`config.mk`:
```
export PLATFORM = sky130hd
export DESIGN_NAME = mc_control
export DESIGN_NICKNAME = d
export VERILOG_FILES = /design/src/rtl/mc_control.sv
export SDC_FILE = /design/constraint.sdc
export NUM_CORES = 1
export LEC_CHECK = 0
export ABC_AREA = 0
export ABC_CLOCK_PERIOD_IN_PS = 4400
export CAP_MARGIN = 10
export CORE_AREA = 2 2 49 60
export CTS_CLUSTER_DIAMETER = 80
export DETAILED_ROUTE_END_ITERATION = 16
export DIE_AREA = 0 0 51 62
export PLACE_DENSITY = 0.83
export RECOVER_POWER = 50
export SLEW_MARGIN = 20
export SYNTH_ARGS = -nofsm -noshare
export SYNTH_HDL_FRONTEND = slang
export SYNTH_SLANG_ARGS = --single-unit
```
`constraint.sdc`:
```
create_clock -name clk_i -period 4.4 [get_ports clk_i]
set_input_delay 0.66 -clock clk_i [delete_from_list [all_inputs] [get_ports clk_i]]
set_output_delay 0.66 -clock clk_i [all_outputs]
set_load 0.05 [all_outputs]
```
`src/rtl/mc_control.sv`:
```
// tiny5 multicycle controller: fetch/decode/execute/mem sequencing with a ready
// handshake, bus timeout and a sticky TRAP state for illegal instructions or bus errors.
package mc_pkg;
    typedef enum logic {MEM_ADDR_PC, MEM_ADDR_ALU_OUT} mem_rd_addr_sel_t;
    typedef enum logic {NEXT_PC_PC_4, NEXT_PC_ALU_OUT} next_pc_sel_t;
    typedef enum logic [1:0] {RF_IN_ALU_OUT, RF_IN_PC_4, RF_IN_MEM_RD_DATA} regfile_in_sel_t;
    typedef enum logic [3:0] {
        ALU_ADD, ALU_SUB, ALU_SLL, ALU_SLT, ALU_SLTU,
        ALU_XOR, ALU_SRL, ALU_SRA, ALU_OR, ALU_AND
    } alu_op_t;
    typedef enum logic [1:0] {IN1_PC, IN1_REGFILE_OUT1, IN1_ZERO} alu_in1_sel_t;
    typedef enum logic [2:0] {
        IN2_REGFILE_OUT2, IN2_ITYPE_IMM, IN2_UTYPE_IMM,
        IN2_JTYPE_IMM, IN2_STYPE_IMM, IN2_BTYPE_IMM
    } alu_in2_sel_t;
endpackage

module mc_control
    import mc_pkg::*;
#(
    parameter int unsigned TIMEOUT_CYCLES    = 16,
    parameter bit          SUPPORT_LOADSTORE = 1'b1,
    parameter bit          SUPPORT_BRANCH    = 1'b1
) (
    input  logic             clk_i,
    input  logic             reset_ni,
    input  logic [31:0]      ir_i,
    input  logic             mem_ready_i,
    input  logic             br_taken_i,
    output logic             pc_we_o,
    output logic             ir_we_o,
    output logic             regfile_we_o,
    output logic             mem_req_o,
    output logic             mem_we_o,
    output logic [1:0]       mem_size_o,
    output logic             mem_unsigned_o,
    output mem_rd_addr_sel_t mem_addr_sel_o,
    output next_pc_sel_t     next_pc_sel_o,
    output regfile_in_sel_t  regfile_in_sel_o,
    output alu_op_t          alu_op_o,
    output alu_in1_sel_t     alu_in1_sel_o,
    output alu_in2_sel_t     alu_in2_sel_o,
    output logic [2:0]       cmp_op_o,
    output logic             illegal_instr_o,
    output logic             bus_error_o,
    output logic             halted_o
);
    localparam logic [6:0] OPC_LUI    = 7'b0110111;
    localparam logic [6:0] OPC_AUIPC  = 7'b0010111;
    localparam logic [6:0] OPC_JAL    = 7'b1101111;
    localparam logic [6:0] OPC_JALR   = 7'b1100111;
    localparam logic [6:0] OPC_BRANCH = 7'b1100011;
    localparam logic [6:0] OPC_LOAD   = 7'b0000011;
    localparam logic [6:0] OPC_STORE  = 7'b0100011;
    localparam logic [6:0] OPC_OP_IMM = 7'b0010011;
    localparam logic [6:0] OPC_OP     = 7'b0110011;

    localparam int unsigned CW = (TIMEOUT_CYCLES > 1) ? $clog2(TIMEOUT_CYCLES) : 1;
    localparam logic [CW-1:0] TO_LAST = CW'((TIMEOUT_CYCLES > 0) ? TIMEOUT_CYCLES - 1 : 0);

    typedef enum logic [2:0] {RESET, FETCH, DECODE, EXEC, MEM, TRAP} state_t;

    state_t        state_q, state_d;
    logic [CW-1:0] cnt_q;
    logic          illegal_q, bus_err_q;

    logic [6:0] opcode;
    logic [2:0] funct3;
    logic [6:0] funct7;
    logic       is_store, illegal, mem_wait, timeout_hit;
    logic       unused_ir;

    assign opcode    = ir_i[6:0];
    assign funct3    = ir_i[14:12];
    assign funct7    = ir_i[31:25];
    assign is_store  = (opcode == OPC_STORE);
    assign unused_ir = ^{ir_i[24:15], ir_i[11:7]};

    function automatic alu_op_t alu_decode(input logic [2:0] f3, input logic alt);
        case (f3)
            3'b000:  return alt ? ALU_SUB : ALU_ADD;
            3'b001:  return ALU_SLL;
            3'b010:  return ALU_SLT;
            3'b011:  return ALU_SLTU;
            3'b100:  return ALU_XOR;
            3'b101:  return alt ? ALU_SRA : ALU_SRL;
            3'b110:  return ALU_OR;
            default: return ALU_AND;
        endcase
    endfunction

    always_comb begin
        illegal = 1'b0;
        case (opcode)
            OPC_LUI, OPC_AUIPC, OPC_JAL, OPC_JALR, OPC_OP_IMM: illegal = 1'b0;
            OPC_BRANCH: illegal = !SUPPORT_BRANCH || (funct3 == 3'b010) || (funct3 == 3'b011);
            OPC_LOAD:   illegal = !SUPPORT_LOADSTORE || (funct3 == 3'b011) || (funct3[2:1] == 2'b11);
            OPC_STORE:  illegal = !SUPPORT_LOADSTORE || (funct3 > 3'b010);
            // funct7=0x20 only selects SUB and SRA
            OPC_OP:     illegal = !((funct7 == 7'h00) ||
                                    ((funct7 == 7'h20) && ((funct3 == 3'b000) || (funct3 == 3'b101))));
            default:    illegal = 1'b1;
        endcase
    end

    assign mem_wait    = ((state_q == FETCH) || (state_q == MEM)) && !mem_ready_i;
    assign timeout_hit = (TIMEOUT_CYCLES != 0) && mem_wait && (cnt_q == TO_LAST);

    always_ff @(posedge clk_i or negedge reset_ni) begin
        if (!reset_ni) begin
            state_q   <= RESET;
            cnt_q     <= '0;
            illegal_q <= 1'b0;
            bus_err_q <= 1'b0;
        end else begin
            state_q <= state_d;
            if ((TIMEOUT_CYCLES != 0) && mem_wait && (state_d == state_q)) cnt_q <= cnt_q + 1'b1;
            else                                                           cnt_q <= '0;
            if ((state_q == DECODE) && illegal) illegal_q <= 1'b1;
            if (timeout_hit)                    bus_err_q <= 1'b1;
        end
    end

    always_comb begin
        state_d          = state_q;
        pc_we_o          = 1'b0;
        ir_we_o          = 1'b0;
        regfile_we_o     = 1'b0;
        mem_req_o        = 1'b0;
        mem_we_o         = 1'b0;
        mem_size_o       = 2'b00;
        mem_unsigned_o   = 1'b0;
        mem_addr_sel_o   = MEM_ADDR_PC;
        next_pc_sel_o    = NEXT_PC_PC_4;
        regfile_in_sel_o = RF_IN_ALU_OUT;
        alu_op_o         = ALU_ADD;
        alu_in1_sel_o    = IN1_PC;
        alu_in2_sel_o    = IN2_REGFILE_OUT2;
        cmp_op_o         = 3'b000;
        case (state_q)
            RESET: state_d = FETCH;
            FETCH: begin
                mem_req_o  = 1'b1;
                mem_size_o = 2'b10;
                if (mem_ready_i) begin
                    ir_we_o = 1'b1;
                    state_d = DECODE;
                end else if (timeout_hit) begin
                    state_d = TRAP;
                end
            end
            DECODE: state_d = illegal ? TRAP : EXEC;
            EXEC: begin
                state_d = FETCH;
                case (opcode)
                    OPC_LUI: begin
                        alu_in1_sel_o = IN1_ZERO;
                        alu_in2_sel_o = IN2_UTYPE_IMM;
                        regfile_we_o  = 1'b1;
                        pc_we_o       = 1'b1;
                    end
                    OPC_AUIPC: begin
                        alu_in2_sel_o = IN2_UTYPE_IMM;
                        regfile_we_o  = 1'b1;
                        pc_we_o       = 1'b1;
                    end
                    OPC_JAL, OPC_JALR: begin
                        alu_in1_sel_o    = (opcode == OPC_JAL) ? IN1_PC : IN1_REGFILE_OUT1;
                        alu_in2_sel_o    = (opcode == OPC_JAL) ? IN2_JTYPE_IMM : IN2_ITYPE_IMM;
                        next_pc_sel_o    = NEXT_PC_ALU_OUT;
                        regfile_in_sel_o = RF_IN_PC_4;
                        regfile_we_o     = 1'b1;
                        pc_we_o          = 1'b1;
                    end
                    OPC_OP_IMM: begin
                        alu_in1_sel_o = IN1_REGFILE_OUT1;
                        alu_in2_sel_o = IN2_ITYPE_IMM;
                        alu_op_o      = alu_decode(funct3, (funct3 == 3'b101) && funct7[5]);
                        regfile_we_o  = 1'b1;
                        pc_we_o       = 1'b1;
                    end
                    OPC_OP: begin
                        alu_in1_sel_o = IN1_REGFILE_OUT1;
                        alu_op_o      = alu_decode(funct3, funct7[5]);
                        regfile_we_o  = 1'b1;
                        pc_we_o       = 1'b1;
                    end
                    OPC_BRANCH: begin
                        alu_in2_sel_o = IN2_BTYPE_IMM;
                        cmp_op_o      = funct3;
                        next_pc_sel_o = br_taken_i ? NEXT_PC_ALU_OUT : NEXT_PC_PC_4;
                        pc_we_o       = 1'b1;
                    end
                    OPC_LOAD, OPC_STORE: begin
                        alu_in1_sel_o = IN1_REGFILE_OUT1;
                        alu_in2_sel_o = is_store ? IN2_STYPE_IMM : IN2_ITYPE_IMM;
                        state_d       = MEM;
                    end
                    default: ;
                endcase
            end
            MEM: begin
                // keep the address computation alive so ALU_OUT stays valid through waits
                alu_in1_sel_o  = IN1_REGFILE_OUT1;
                alu_in2_sel_o  = is_store ? IN2_STYPE_IMM : IN2_ITYPE_IMM;
                mem_req_o      = 1'b1;
                mem_addr_sel_o = MEM_ADDR_ALU_OUT;
                mem_we_o       = is_store;
                mem_size_o     = funct3[1:0];
                mem_unsigned_o = !is_store && funct3[2];
                if (mem_ready_i) begin
                    pc_we_o = 1'b1;
                    if (!is_store) begin
                        regfile_we_o     = 1'b1;
                        regfile_in_sel_o = RF_IN_MEM_RD_DATA;
                    end
                    state_d = FETCH;
                end else if (timeout_hit) begin
                    state_d = TRAP;
                end
            end
            TRAP:    state_d = TRAP;
            default: state_d = RESET;
        endcase
    end

    assign illegal_instr_o = illegal_q;
    assign bus_error_o     = bus_err_q;
    assign halted_o        = (state_q == TRAP);
endmodule
```
After elaboration in Yosys (flattened, before gate mapping) --
Index checks and enable logic that the tools add are counted.
Cells by class: $add $sub $neg 1, magnitude comparators 1, equality and inequality tests 24, mux-type cells 45, reductions and logical operators 26
Operators by type and width (number):
- case mux 4 bit (7 select lines) | 2
- == test 7 x 6 -> 1 bit, second input constant | 4
- two-way mux 3 bit | 8
- == test 7 bit, second input constant | 3
- two-way mux 1 bit | 18
- case mux 3 bit (6 select lines) | 1
- == test 3 bit, second input constant | 5
- case mux 3 bit (5 select lines) | 1
- == test 7 x 5 -> 1 bit, second input constant | 2
- == test 3 x 2 -> 1 bit, second input constant | 4
- case mux 2 bit (2 select lines) | 3
- two-way mux 4 bit | 2
- case mux 4 bit (2 select lines) | 1
- OR reduction 2 bit | 4
- == test 7 x 2 -> 1 bit, second input constant | 1
- logical AND 1 bit | 7
- logical NOT 7 bit | 1
- OR reduction 7 bit | 1
- == test 3 x 1 -> 1 bit, second input constant | 2
- logical NOT 3 bit | 2
- two-way mux 2 bit | 3
- case mux 1 bit (2 select lines) | 3
- case mux 2 bit (3 select lines) | 1
- case mux 3 bit (2 select lines) | 1
- other kinds (11) | 17
Storage, ports and cells: flip-flop bits (word level) 9, input bits 36, word-level logic and storage cells 101

Depth between registers and ports, before layout --
depth after elaboration 11, depth in mapped cells 6, mapped depth without buffers 6

Worst setup path after synthesis --
Ideal clock, no wire load.
kind input to output, start in ir_i[5], end out alu_in2_sel_o[1], data arrival time 2.394 ns, setup slack 1.346 ns, stages 5, path buffers 1, cells stage by stage buf_4 > and3b_1 > nand2_1 > nor2_1 > a32o_1
Between the ends: cells in the longest elaborated chain, start to end 4, elaborated cells on any way between the ends 14, those cells by class eq/ne: 8; mux: 3; reduce/logical: 3
Ends and longest elaborated chain:
- from (decl) | line 27 | input logic [31:0] ir_i,
- == test 7 bit (tied with other cells) | line 155, 169
- two-way mux 2 bit (tied with other cells) | line 169 | alu_in2_sel_o = (opcode == OPC_JAL) ? IN2_JTYPE_IMM : IN2_ITYPE_IMM;
- case mux 3 bit (5 select lines) * | line 155 | case (opcode)
- case mux 3 bit (2 select lines) * | line 140 | case (state_q)
- to (decl) | line 42 | output alu_in2_sel_t alu_in2_sel_o,
Mark *: on every way between the ends. The rest lies on a longest branch, timed or not.

Worst setup path in the final report --
start in ir_i[2], end out alu_in2_sel_o[0]
Between the ends: cells in the longest elaborated chain, start to end 4, elaborated cells on any way between the ends 14, those cells by class eq/ne: 8; mux: 3; reduce/logical: 3
Ends and longest elaborated chain (line):
- == test 7 x 6 -> 1 bit (tied with other cells) | 76, 155
- two-way mux 3 bit (tied with other cells) | 196, 205
- case mux 3 bit (5 select lines) | 155
- case mux 3 bit (2 select lines) * | 140
Marked as above.

==> metrics.md <==
| Metric | Value |
|---|---|
| I/O Buffers | 47 |
| Post-route cell area | 1456 um^2 |
| Worst vdd ir | approximately 230 uV |
| Antenna cells | 0 |
| Max Clk Rate | 257.7 MHz |
| Critical path's most frequent cell | clkdlybuf4s50_1 |
| Final RePlAce weighted congestion | 0.7831 |
| Total GRT Usage | around 18% |
| Area grow syn2layout | 50.19% |
| Ratio of cells with drive above 1 in the final layout | under 10% |
| Post-synth EDFFs | 0 |
| Critical Path End Type | primary output |
| Wl on met1 | 1059 um |
| Drt initial violations | 23 |
| Internal power | 265.1 uW |
| WL final | 2688 um |
| Routed wl met3 | approximately 110 um |
| Comb pwr share | 63.8% |
| Hold crit path type | reg -> reg |
| Initial core utilization | 36.54% |
| Vias post-DR | 1107 |
| CP Cell Sequence | clkdlybuf4s50_1 > and4bb_4 > nand3_4 > and2_0 > or4_1 > clkdlybuf4s50_1 |
| Floorplan row count | 21 |
| Clk_skew | between 0.0015 and 0.002 ns |
| Crit path max-delay family | buffers and inverters |
| TritonCTS clock tree | built |
| Min Clock Period, post-route | 3.881 ns |
| Leakage power | 0.0005931 uW |
| Highest routed layer | met4 |
| Post-synthesis sequential area ratio | 23.23% |
| Root Driver | clkbuf_4 |
| RSZ-0062 raised after global routing | no |
| Met2 routed WL | 1490 um |
| FFs w/ async S/R, synth | 100.0% |
| Seq pwr share | 24.7% |
| Rel. slew slack | 65.68% |
| Main area contributors after synthesis | dfrtp_1 (23%), nor2_1 (5.4%), nor3_1 (5.2%) |
| Clock power share | 11.5% |
| Endpoints failing setup | 0 |
| Power Density | 384.2 nW/um^2 |
| Grt total ovfl | 0 |
| Synth Register Bits | 9 |
| Final hold violations | 0 |
| Tcrit/Tclk final | 88.20% |
| Syn avg cell area | 7.459 um^2 |
| Initial antenna violation count | 0 |
| Reg clk slew, reported paths | approximately 0.06 ns |
| Most frequent cell after synthesis | nor2_1 |
| Top FF cell, synth | dfrtp_1 |
| DRC violations left | 0 |
| Core ar. | 2654 um^2 |
| Die Ht | just over 60 um |
| Routed Antenna Nets | 0 |
| CTS Hold Bufs | 0 |
| Largest fanout on the critical path | 11 |
| Status | finished clean |
| DP HPWL | about 2200 um |
| Sw frac | 52.61% |
| Final core utilization | 54.88% |
| Mapped Area | 969.7 um^2 |
| Final Max Tran Viols | 0 |
| Final #Nets | 212 |
| Worst Path Required | 3.74 ns |
| Warnings, synthesis | 0 |
| Die ar. | between 3000 and 4000 um^2 |
| First-pass GRT wire length | 4305 um |
| Area share of the largest cell type after synthesis | between 20% and 30% |
| Most frequent cells after synthesis | nor2_1 (14), nand2_1 (13), nor3_1 (10), dfrtp_1 (9), a21oi_1 (8) |
| Number of detailed-route iterations in the first pass | 4 |
| Setup TNS | 0 ns |
| Max Root-Sink Buffers | 2 |
| Post-CTS setup buffer count | 0 |
| Placed cell areas | 1441 um^2 |
| Largest net degree at the start of global routing | 14 |
| Die width | 51 um |
| H-tree depth | 1 |
| Crit path largest cell delay | 0.71 ns |
| Worst Tran Pin Value | roughly 0.5 ns |
| Max cap viols | 0 |
| I/O pin count | 63 |
| CTS Sinks | 9 |
| CTS buffer count | 3 |
| Cells after synthesis | 130 |
| Syn nets | 167 |
| Slowest CP cell | clkdlybuf4s50_1 |
| Largest area contributor in the netlist | dfrtp_1 |
| Data arrival, critical path | roughly 3.2 ns |
| DR vias/cell | 5.322 |
| WP buf/inv | 2 |
| Post-CTS sizing | 0 |
| Net switching power | about 290 uW |
| Avg WL per Cell | 12.92 um |
| WS Path Type | in -> out |
| Worst-Skew Late Latency | 0.26 ns |
| Post-synth cell types | 45 |
| Startpoint Class | input port |
| Vias in the first global route | 979 |
-- power groups by stage --
stage          Sequential, uW  Clock, uW  Combinational [uW]
2_1_floorplan             130          0                 257
3_3_place_gp              136          0                 358
3_5_place_dp              139          0                 365
4_1_cts                   137       67.4                 366
5_1_grt                   141       69.5                 381
6_report                  138       64.5                 357
-- worst reg2reg max path: stages (launching register included) --
cell      delay, ns
dfrtp_1        0.48
nand3b_1       0.21
nor2_1         0.28
a22oi_1        0.19
a21oi_1        0.30
nor3b_1        0.09
-- registers in the layout (all words and copies together) (netlist names) --
register / cells
state_q: 3
illegal_instr_o: 1
bus_error_o: 1
cnt_q: 4
-- through the flow --
stage	setup WS (ns)	hold WS, ns	power [uW]	std cells
3_5_place_dp	0.5119	0.4514	504.2	204
5_1_grt	0.4102	0.4804	591.4	208
2_1_floorplan	1.346	0.3644	386.8	130
3_3_place_gp	0.5415	0.4421	494.3	204
6_report	0.5192	0.4523	559.5	208
4_1_cts	0.5117	0.4651	570.9	208
-- kinds of logic after synthesis --
logic type	count (synthesis)	share of synthesized area, %
fa+ha+maj	1	1.290
compound gates	30	21.29
simple gates	73	43.36
mux	1	1.032
flops	9	23.23
xor+xnor	4	3.614
buf+inv	12	6.193
-- path summary, 6_finish.rpt --
check,cells after the start,end,start,slack [ns]
worst max-delay path,6,alu_in2_sel_o[0],ir_i[2],0.52
worst min-delay path,1,bus_error_o$_DFFE_PN0P_,bus_error_o$_DFFE_PN0P_,0.45
worst max register to register,5,cnt_q[1]$_DFF_PN0_,state_q[2]$_DFF_PN0_,2.72
worst min register to register,1,bus_error_o$_DFFE_PN0P_,bus_error_o$_DFFE_PN0P_,0.45
max in group asynchronous,1,bus_error_o$_DFFE_PN0P_,reset_ni,3.34
min in group asynchronous,1,cnt_q[1]$_DFF_PN0_,reset_ni,0.77
-- cell type report --
class | count | area, um^2
clock buffers | 4 | 26.28
repair buffers | 47 | 470.5
flip-flops and latches | 9 | 225.2
well taps | 34 | 42.54
inverters | 5 | 18.77
fillers | 266 | 1197
multi-input cells | 109 | 673.1
-- cell usage in the layout (no fill, tap or decap), types with 2 or more instances in the layout --
| cell | instances |
|---|---|
| nand3b_1 | 2 |
| nand3_1 | 5 |
| nor3b_1 | 2 |
| nor2b_1 | 3 |
| nor3_1 | 10 |
| clkbuf_4 | 3 |
| and3_2 | 4 |
| nand2b_1 | 5 |
| o22ai_1 | 2 |
| or4_1 | 2 |
| o21ai_0 | 5 |
| a21oi_1 | 8 |
| dfrtp_1 | 9 |
| a21o_1 | 4 |
| a22oi_1 | 3 |
| dlygate4sd3_1 | 8 |
| and2_1 | 3 |
| clkdlybuf4s50_1 | 39 |
| inv_1 | 4 |
| nor2_1 | 14 |
| nand2_1 | 13 |
| xor2_1 | 3 |
-- layer usage --
metal,global-route usage (%),vias up
met5,0,-
met4,6.950,0
met3,1.196,4
met2,34.69,25
met1,19.53,516
li1,-,562
Note: power is estimated with default switching activity, not from simulation.
